## config.mk

```make
export PLATFORM = sky130hd
export DESIGN_NAME = imm_gen
export DESIGN_NICKNAME = d
export VERILOG_FILES = /design/src/rtl/imm_gen.sv
export SDC_FILE = /design/constraint.sdc
export NUM_CORES = 1
export LEC_CHECK = 0
export ABC_AREA = 0
export CAP_MARGIN = 20
export CORE_MARGIN = 2
export CORE_UTILIZATION = 25
export DETAILED_ROUTE_END_ITERATION = 10
export PLACE_DENSITY = 0.57
export SYNTH_ARGS = -nofsm -noshare
export SYNTH_HDL_FRONTEND = slang
export SYNTH_SLANG_ARGS = --single-unit
```

## constraint.sdc

```tcl
create_clock -name clk -period 0.8 [get_ports clk]
set_input_delay 0.08 -clock clk [delete_from_list [all_inputs] [get_ports clk]]
set_output_delay 0.08 -clock clk [all_outputs]
set_load 0.005 [all_outputs]
```

## src/rtl/imm_gen.sv

```systemverilog
// imm_gen: registered RV32I immediate decoder, ImmSel picks the instruction format
//   clk        in   rising-edge clock
//   rst_n      in   asynchronous active-low reset, clears operand
//   ImmSel     in   3-bit format select (I,S,B,U,J,shamt,zimm,reserved)
//   instr_addr in   32-bit instruction word
//   operand    out  32-bit decoded immediate, one cycle after the inputs
module imm_gen #(
    parameter int XLEN = 32
) (
    input  logic            clk,
    input  logic            rst_n,
    input  logic [2:0]      ImmSel,
    input  logic [XLEN-1:0] instr_addr,
    output logic [XLEN-1:0] operand
);
    logic [XLEN-1:0] imm;
    logic            s;

    assign s = instr_addr[31];

    // the default arm also catches an unknown select, giving zero
    always_comb begin
        imm = '0;
        case (ImmSel)
            3'd0:    imm = {{20{s}}, instr_addr[31:20]};
            3'd1:    imm = {{20{s}}, instr_addr[31:25], instr_addr[11:7]};
            3'd2:    imm = {{19{s}}, s, instr_addr[7], instr_addr[30:25], instr_addr[11:8], 1'b0};
            3'd3:    imm = {instr_addr[31:12], 12'h000};
            3'd4:    imm = {{11{s}}, s, instr_addr[19:12], instr_addr[20], instr_addr[30:21], 1'b0};
            3'd5:    imm = {27'b0, instr_addr[24:20]};
            3'd6:    imm = {27'b0, instr_addr[19:15]};
            default: imm = '0;
        endcase
    end

    always_ff @(posedge clk or negedge rst_n)
        if (!rst_n) operand <= '0;
        else        operand <= imm;
endmodule

```

==> impl_metrics.csv, run 1 <==
group,metric,value,unit
final_layout,fin_nets,246,
power_and_ir_drop,power_density,1820,nW/um^2
synth,avgSynthCellArea,11.2,um^2
synth,netlist_instances,128,
final_layout,area_growth,55.8,%
synth,ys.warnings.count,0,
floorplanning,coreArea,5510,um^2
final_layout,fin_area,2230,um^2
placed_design,numPortBuffers,61,
final_layout,top_register,"operand",
clocking,numCtsBuffers,5,
floorplanning,initial_core_util,0.260,
route,via_per_inst,4.50,
clocking,cts_max_level,2,
synth,yosysUniqueCellTypes,23,
setup_path,path_buf_inv,1,
clocking,clockRootBuffer,"clkbuf_8",
timing,fin_crit_sh,1.07,
synth,yosysSeqAreaShare,0.559,
global_routing,gr-total-overflow,0,
global_routing,grt_pass1_wl,6.50,mm
global_routing,grt_max_degree,33,
setup_path,cp_cell_sequence,"buf_2",
route,routedWlPerCell,14.5,um
synth,ys_ff_latch,32,
clocking,clockBufferDepth,2,
final_layout,diodes,0,
setup_path,max_stage_delay,370,ps
floorplanning,die-area,6350,um^2
global_routing,antenna_found_initial,0,
power_and_ir_drop,p_leak,0.00118,uW
setup_path,crit_family,"flip-flops",
setup_path,start_kind,"flip-flop",
final_layout,final_cells,282,
route,dr.pass1.iters,4,
timing,slew_violations,0,
placed_design,dp.cells,272,
global_routing,grtUsageTotal,0.137,
timing,fin_crit,860,ps
setup_path,critPathCaptureType,"primary output",
job,drv_cap,0,
final_layout,drive_above_1_share,0.362,
clocking,clkTransAtPathRegs,70,ps
placed_design,dpl_cell_area,2260,um^2
placed_design,gp_congestion,0.709,
global_routing,grt_pass1_vias,1295,
route,drt_wl_total,4.09,mm
route,vias,1269,
status,violations,"negative setup slack",
setup_path,slowest_stage,"dfrtp_1",
setup_path,cp_data_required_time,720,ps
clocking,postCtsHoldBufs,0,
placed_design,dpl.hpwl,2.92,mm
synth,synth_area,1430,um^2
power_and_ir_drop,vdd_drop_max,984,uV
timing,whs,165,ps
route,ant_nets,0,
timing,worst_pin_slew,287,ps
timing,hold_violations,0,
final_layout,reg_top3,"operand (32)",
clocking,clock_sinks,32,
timing,max_freq,1160,MHz
clocking,postCtsSetupBuffers,0,
synth,synth_nets,165,
status,status,"complete, but fails checks",
setup_path,critPathMaxFanout,1,
setup_path,critPathKind,"flip-flop to primary output",
route,drc_errors,0,
final_layout,largest_register_ffs,32,
floorplanning,rows,27,
floorplanning,io_pins,69,
timing,setup_viol_count_final,32,
timing,rsz0062_at_grt,"true",
floorplanning,chipWidth,79.7,um
setup_path,arrival,780,ps
floorplanning,die_h,79.7,um
min_path,hp-class,"primary input to asynchronous set/reset pin",
timing,slew_headroom,0.808,
timing,setup_ws,-59.9,ps
route,drt_iter0_drc,40,
clocking,cts_tree,"done",
final_layout,fin_util,0.405,
-- layer usage --
layer / wire length [um] / GRT usage / vias to the layer above
met4: 98 / 0.0603 / 0
met1: 1800 / 0.184 / 597
met5: 0 / 0 / -
li1: - / - / 613
met2: 1910 / 0.204 / 51
met3: 288 / 0.0385 / 8
-- worst max-delay path by stage --
| stage | from | to | slack, ps | cells after the start |
|---|---|---|---|---|
| final | operand[4] | operand[4] | -60 | 1 |
| after global routing | operand[20] | operand[20] | -100 | 1 |
| after CTS | operand[20] | operand[20] | -80 | 1 |
| after detailed placement | ImmSel[2] | operand[15] | -740 | 4 |
| after global placement | ImmSel[2] | operand[21] | -700 | 4 |
| after floorplan | ImmSel[2] | operand[25] | -140 | 5 |
-- per-stage QoR --
stage | setup TNS (ps) | setup slack, ps | power [uW]
6_report | -1260 | -59.9 | 4060
5_1_grt | -2310 | -102 | 4290
4_1_cts | -1680 | -77.8 | 4130
3_5_place_dp | -24690 | -743 | 2720
3_3_place_gp | -23760 | -697 | 2710
2_1_floorplan | -1660 | -143 | 2130
-- power by group --
part / switching (uW) / total, uW / internal (uW)
clock network: 585 / 1510 / 923
logic: 354 / 778 / 423
registers: 32.9 / 1780 / 1750
-- Yosys cell counts --
| library cell | number | share of area |
|---|---|---|
| dfrtp_1 | 32 | 0.56 |
| a21oi_1 | 21 | 0.073 |
| a21o_1 | 8 | 0.042 |
| o21ai_0 | 7 | 0.024 |
| o22ai_1 | 7 | 0.031 |
| and2b_1 | 6 | 0.031 |
| nor2_1 | 6 | 0.016 |
| and3b_1 | 5 | 0.031 |
| buf_2 | 5 | 0.017 |
| a211o_1 | 4 | 0.024 |
| clkbuf_1 | 4 | 0.010 |
| mux2i_1 | 4 | 0.028 |
| a21o_2 | 3 | 0.018 |
| buf_6 | 3 | 0.024 |
| nor2b_1 | 3 | 0.013 |
| and2_1 | 2 | 0.0087 |
| inv_1 | 2 | 0.0052 |
| a221oi_1 | 1 | 0.0061 |
| maj3_2 | 1 | 0.0079 |
| mux2_2 | 1 | 0.0079 |
| nand2b_1 | 1 | 0.0044 |
| nor2b_4 | 1 | 0.0096 |
| or4b_1 | 1 | 0.0070 |
-- logic make-up (layout without fill, tap and decap cells) --
family	after synthesis	after routing	synth area share
adder cells (fa/ha/maj)	1	1	0.00787
multiplexers	5	5	0.0358
flip-flops	32	32	0.559
AND/OR/NAND/NOR	25	27	0.121
AO/OA/AOI/OAI	51	51	0.219
buffers and inverters	14	94	0.0568
-- placed cells by master, fill, tap and decap left out --
master	n
dlymetal6s2s_1	1
dlygate4sd2_1	9
nor2_1	6
clkinv_2	1
clkbuf_8	5
o22ai_1	7
bufinv_16	1
buf_4	20
a21oi_1	21
inv_1	2
o21ai_0	4
mux2i_1	4
nor2b_4	4
maj3_2	1
mux2_2	1
o21ai_1	3
and2b_1	6
dfrtp_1	32
buf_2	34
clkbuf_4	1
nand2b_1	1
or4b_1	1
clkbuf_1	1
a221oi_2	1
buf_6	1
clkdlybuf4s50_1	16
and2_1	2
buf_12	2
a21o_1	8
nor2b_2	1
a211o_1	4
nor2b_1	1
and3b_1	5
a21o_2	3
-- repair_timing --
item                                    in CTS  in global routing
resized for setup                          155                  5
cloned                                       2                  0
pin swaps                                    1                  2
endpoints found under the setup margin      64                 36
-- area by class of cell --
| cell class | count | area, um^2 |
|---|---|---|
| clock buffer | 6 | 72.6 |
| clock inverter | 2 | 35.0 |
| fill | 548 | 3280 |
| inverter | 2 | 7.51 |
| multi-input combinational | 84 | 593 |
| sequential | 32 | 801 |
| tap | 72 | 90.1 |
| timing repair buffer | 84 | 631 |
Note: power is estimated with default switching activity, not from simulation.
==> run 2: changes to the inputs <==
SKIP_CTS_REPAIR_TIMING = 1   (was default)
==> impl_metrics.csv, run 2 (synthesis results as in run 1) <==
group,metric,value,unit
setup_path,critPathMaxFanout,1,
power_and_ir_drop,sequentialPowerShare,0.437,
clocking,clkTransAtPathRegs,70,ps
setup_path,start_kind,"flip-flop",
power_and_ir_drop,power_frac_clock,0.370,
global_routing,gr-total-overflow,0,
power_and_ir_drop,p_leak,0.00125,uW
power_and_ir_drop,power_density,1800,nW/um^2
route,via_per_inst,4.45,
route,drc_errors,0,
clocking,clock_sinks,32,
final_layout,fillers,548,
floorplanning,rows,27,
final_layout,reg_top3,"operand (32)",
final_layout,final_common_cell,"clkbuf_2",
final_layout,fin_nets,246,
final_layout,top_register,"operand",
setup_path,cp_cell_sequence,"clkbuf_2",
clocking,clockBufferDepth,2,
timing,fin_crit,855,ps
route,ant_nets,0,
final_layout,largest_register_ffs,32,
clocking,clockRootBuffer,"clkbuf_8",
floorplanning,die_h,79.7,um
final_layout,final_cell_mix,"clkbuf_2, dfrtp_1, a21oi_1",
route,routedWlPerCell,14.5,um
floorplanning,initial_core_util,0.260,
power_and_ir_drop,p_sw_frac,0.239,
global_routing,global_route.usage.met1,0.177,
global_routing,met2_usage,0.198,
global_routing,grtUsageTotal,0.132,
setup_path,path_buf_inv,1,
route,drt_wl_total,4.08,mm
timing,setup_viol_count_final,32,
status,status,"complete, but fails checks",
timing,worst_pin_slew,204,ps
final_layout,area_growth,58.5,%
power_and_ir_drop,vdd_drop_max,989,uV
final_layout,drive_above_1_share,0.367,
min_path,hp-class,"primary input to asynchronous set/reset pin",
power_and_ir_drop,internal_power,3100,uW
final_layout,diodes,0,
placed_design,post-place-ws,-743,ps
floorplanning,coreArea,5510,um^2
setup_path,crit_family,"flip-flops",
timing,slew_headroom,0.864,
timing,max_freq,1170,MHz
route,dr.pass1.iters,4,
placed_design,numPortBuffers,61,
placed_design,gp_congestion,0.709,
clocking,cts_max_level,2,
clocking,cts_tree,"done",
setup_path,slowest_stage,"dfrtp_1",
global_routing,grt_pass1_vias,1270,
timing,fin_crit_sh,1.07,
timing,setup_ws,-55.3,ps
route,vias,1254,
global_routing,antenna_found_initial,0,
setup_path,critPathKind,"flip-flop to primary output",
status,violations,"negative setup slack",
global_routing,busiest_layer,"met2",
setup_path,arrival,780,ps
timing,hold_violations,0,
power_and_ir_drop,comb_power_share,0.192,
floorplanning,die-area,6350,um^2
setup_path,max_stage_delay,370,ps
floorplanning,chipWidth,79.7,um
route,drt_iter0_drc,31,
timing,slew_violations,0,
power_and_ir_drop,p_switching,978,uW
global_routing,grt_max_degree,33,
job,drv_cap,0,
setup_path,critPathCaptureType,"primary output",
global_routing,grt_pass1_wl,6.27,mm
timing,whs,164,ps
floorplanning,io_pins,69,
timing,rsz0062_at_grt,"true",
power_and_ir_drop,p_total,4080,uW
placed_design,dpl.hpwl,2.92,mm
clocking,numCtsBuffers,5,
global_routing,use_met3,0.0373,
setup_path,cp_data_required_time,720,ps
-- run 2: final cells by class --
cell class	instances	area, um^2	share of cell area
multi-input combinational	84	598	0.264
timing repair buffer	84	664	0.293
inverter	2	7.51	0.00331
tap	72	90.1	0.0397
clock inverter	2	35.0	0.0154
clock buffer	6	72.6	0.0320
sequential	32	801	0.353
-- run 2: routing by layer --
metal  wire (um)  share of wire  up-vias
met2        1980           0.49       44
met1        1750           0.43      589
met4          74          0.018        0
li1            -              -      615
met3         275          0.067        6
met5           0              0        -
-- run 2: per-stage QoR --
stage / area, um^2 / std cells / util / TNS [ps]
floorplan: 1460 / 128 / - / -1660
global placement: 2260 / 272 / 0.411 / -23760
detailed placement: 2260 / 272 / 0.411 / -24690
CTS: 2370 / 280 / 0.430 / -25180
global route: 2270 / 282 / 0.412 / -1980
finish: 2270 / 282 / 0.412 / -938
-- run 2: worst max path at each step --
stage / start / to / slack [ps] / depth (start not counted)
2_1_floorplan: ImmSel[2] / operand[25] / -140 / 5
3_3_place_gp: ImmSel[2] / operand[21] / -700 / 4
3_5_place_dp: ImmSel[2] / operand[15] / -740 / 4
4_1_cts: ImmSel[2] / operand[15] / -460 / 4
5_1_grt: operand[20] / operand[20] / -90 / 1
6_report: operand[16] / operand[16] / -60 / 1
-- run 2: power by group through the flow --
stage,Combinational (uW),Clock (uW),Sequential [uW]
2_1_floorplan,299,0,1830
4_1_cts,906,1560,1790
3_3_place_gp,895,0,1820
3_5_place_dp,902,0,1820
5_1_grt,868,1640,1790
6_report,785,1510,1790
==> run 3: changes to the inputs <==
CTS_BUF_LIST = sky130_fd_sc_hd__clkbuf_4   (was default)
==> impl_metrics.csv, run 3 (synthesis results as in run 1) <==
group,metric,value,unit
final_layout,area_growth,56.1,%
global_routing,gr-total-overflow,0,
timing,setup_viol_count_final,32,
floorplanning,io_pins,69,
status,status,"complete, but fails checks",
final_layout,drive_above_1_share,0.367,
power_and_ir_drop,comb_power_share,0.206,
setup_path,crit_end,"operand[20]",
power_and_ir_drop,power_frac_clock,0.330,
power_and_ir_drop,internal_power,2870,uW
final_layout,final_cell_mix,"clkbuf_2, dfrtp_1, clkdlybuf4s50_1",
floorplanning,coreArea,5510,um^2
power_and_ir_drop,p_leak,0.00120,uW
placed_design,gp_congestion,0.709,
route,routedWlPerCell,14.5,um
placed_design,dp.cells,272,
route,drt_wl_total,4.09,mm
clocking,cts_max_level,2,
setup_path,startpoint,"operand[20]",
final_layout,final_common_cell,"clkbuf_2",
clocking,clockRootBuffer,"clkbuf_4",
route,vias,1274,
floorplanning,die-area,6350,um^2
placed_design,dpl.hpwl,2.92,mm
final_layout,largest_register_ffs,32,
route,drt_iter0_drc,36,
global_routing,global_route.usage.met1,0.175,
clocking,clkTransAtPathRegs,110,ps
global_routing,grtUsageTotal,0.132,
timing,whs,91.7,ps
global_routing,met2_usage,0.200,
timing,max_freq,1080,MHz
route,ant_nets,0,
final_layout,reg_top3,"operand (32)",
clocking,numCtsBuffers,5,
global_routing,busiest_layer,"met2",
power_and_ir_drop,power_density,1720,nW/um^2
setup_path,path_buf_inv,1,
timing,rsz0062_at_grt,"true",
setup_path,cp_cell_sequence,"clkbuf_2",
job,drv_cap,0,
route,via_per_inst,4.52,
status,violations,"negative setup slack",
power_and_ir_drop,p_switching,969,uW
final_layout,top_register,"operand",
setup_path,cp.depth,1,
clocking,clockBufferDepth,2,
global_routing,grt_max_degree,33,
floorplanning,initial_core_util,0.260,
setup_path,critPathCaptureType,"primary output",
setup_path,slowest_stage,"dfrtp_1",
global_routing,grt_pass1_vias,1276,
power_and_ir_drop,sequentialPowerShare,0.464,
setup_path,critPathMaxFanout,1,
setup_path,arrival,840,ps
power_and_ir_drop,p_sw_frac,0.252,
timing,fin_crit,924,ps
min_path,hp-class,"primary input to asynchronous set/reset pin",
clocking,clock_sinks,32,
setup_path,start_kind,"flip-flop",
timing,slew_violations,0,
global_routing,grt_pass1_wl,6.28,mm
setup_path,cp_data_required_time,720,ps
global_routing,use_met3,0.0339,
final_layout,final_cells,282,
floorplanning,rows,27,
final_layout,diodes,0,
setup_path,critPathKind,"flip-flop to primary output",
timing,slew_headroom,0.808,
final_layout,fin_nets,246,
route,dr.pass1.iters,4,
setup_path,max_stage_delay,390,ps
setup_path,crit_family,"flip-flops",
timing,fin_crit_sh,1.15,
power_and_ir_drop,p_total,3840,uW
power_and_ir_drop,vdd_drop_max,596,uV
timing,setup_ws,-124,ps
timing,worst_pin_slew,287,ps
floorplanning,die_h,79.7,um
placed_design,numPortBuffers,61,
route,drc_errors,0,
floorplanning,chipWidth,79.7,um
final_layout,fin_util,0.406,
timing,hold_violations,0,
global_routing,antenna_found_initial,0,
clocking,cts_tree,"done",
-- run 3: cell count changes in the layout (fill, tap and decap cells not counted) --
cell / change
buf_4: -1
buf_6: +1
clkbuf_1: -1
clkbuf_4: +5
clkbuf_8: -5
clkdlybuf4s50_1: +6
dlymetal6s2s_1: -5
o21ai_0: +3
o21ai_1: -3
-- run 3: worst min path at each step --
stage                     startpoint     endpoint  depth (start not counted)
after floorplan                rst_n   operand[0]                          0
after global placement         rst_n   operand[8]                          2
after detailed placement       rst_n   operand[8]                          2
after CTS                      rst_n  operand[11]                          2
after global routing           rst_n  operand[23]                          2
final                          rst_n   operand[0]                          2
-- run 3: power by group through the flow --
stage	sequential (uW)	combinational [uW]	clock [uW]
2_1_floorplan	1830	299	0
3_3_place_gp	1820	895	0
3_5_place_dp	1820	902	0
4_1_cts	1780	906	1300
5_1_grt	1790	875	1360
6_report	1780	792	1270
-- run 3: per-layer routing --
layer / wire length, um / part of all wire / up-vias
met2: 1950 / 0.48 / 50
met3: 295 / 0.072 / 11
li1: - / - / 615
met4: 114 / 0.028 / 0
met5: 0 / 0 / -
met1: 1730 / 0.42 / 598
-- run 3: stage by stage --
step / worst slack, ps / cell area, um^2 / setup TNS, ps
after floorplan: -143 / 1460 / -1660
after global placement: -697 / 2260 / -23760
after detailed placement: -743 / 2260 / -24690
after CTS: -502 / 2340 / -25410
after global routing: -172 / 2230 / -4450
final: -124 / 2230 / -3210
-- run 3: layout make-up --
type	instances	area, um^2
clock buffer	6	45.0
clock inverter	2	35.0
fill	548	3270
inverter	2	7.51
multi-input combinational	84	598
sequential	32	801
tap	72	90.1
timing repair buffer	84	658
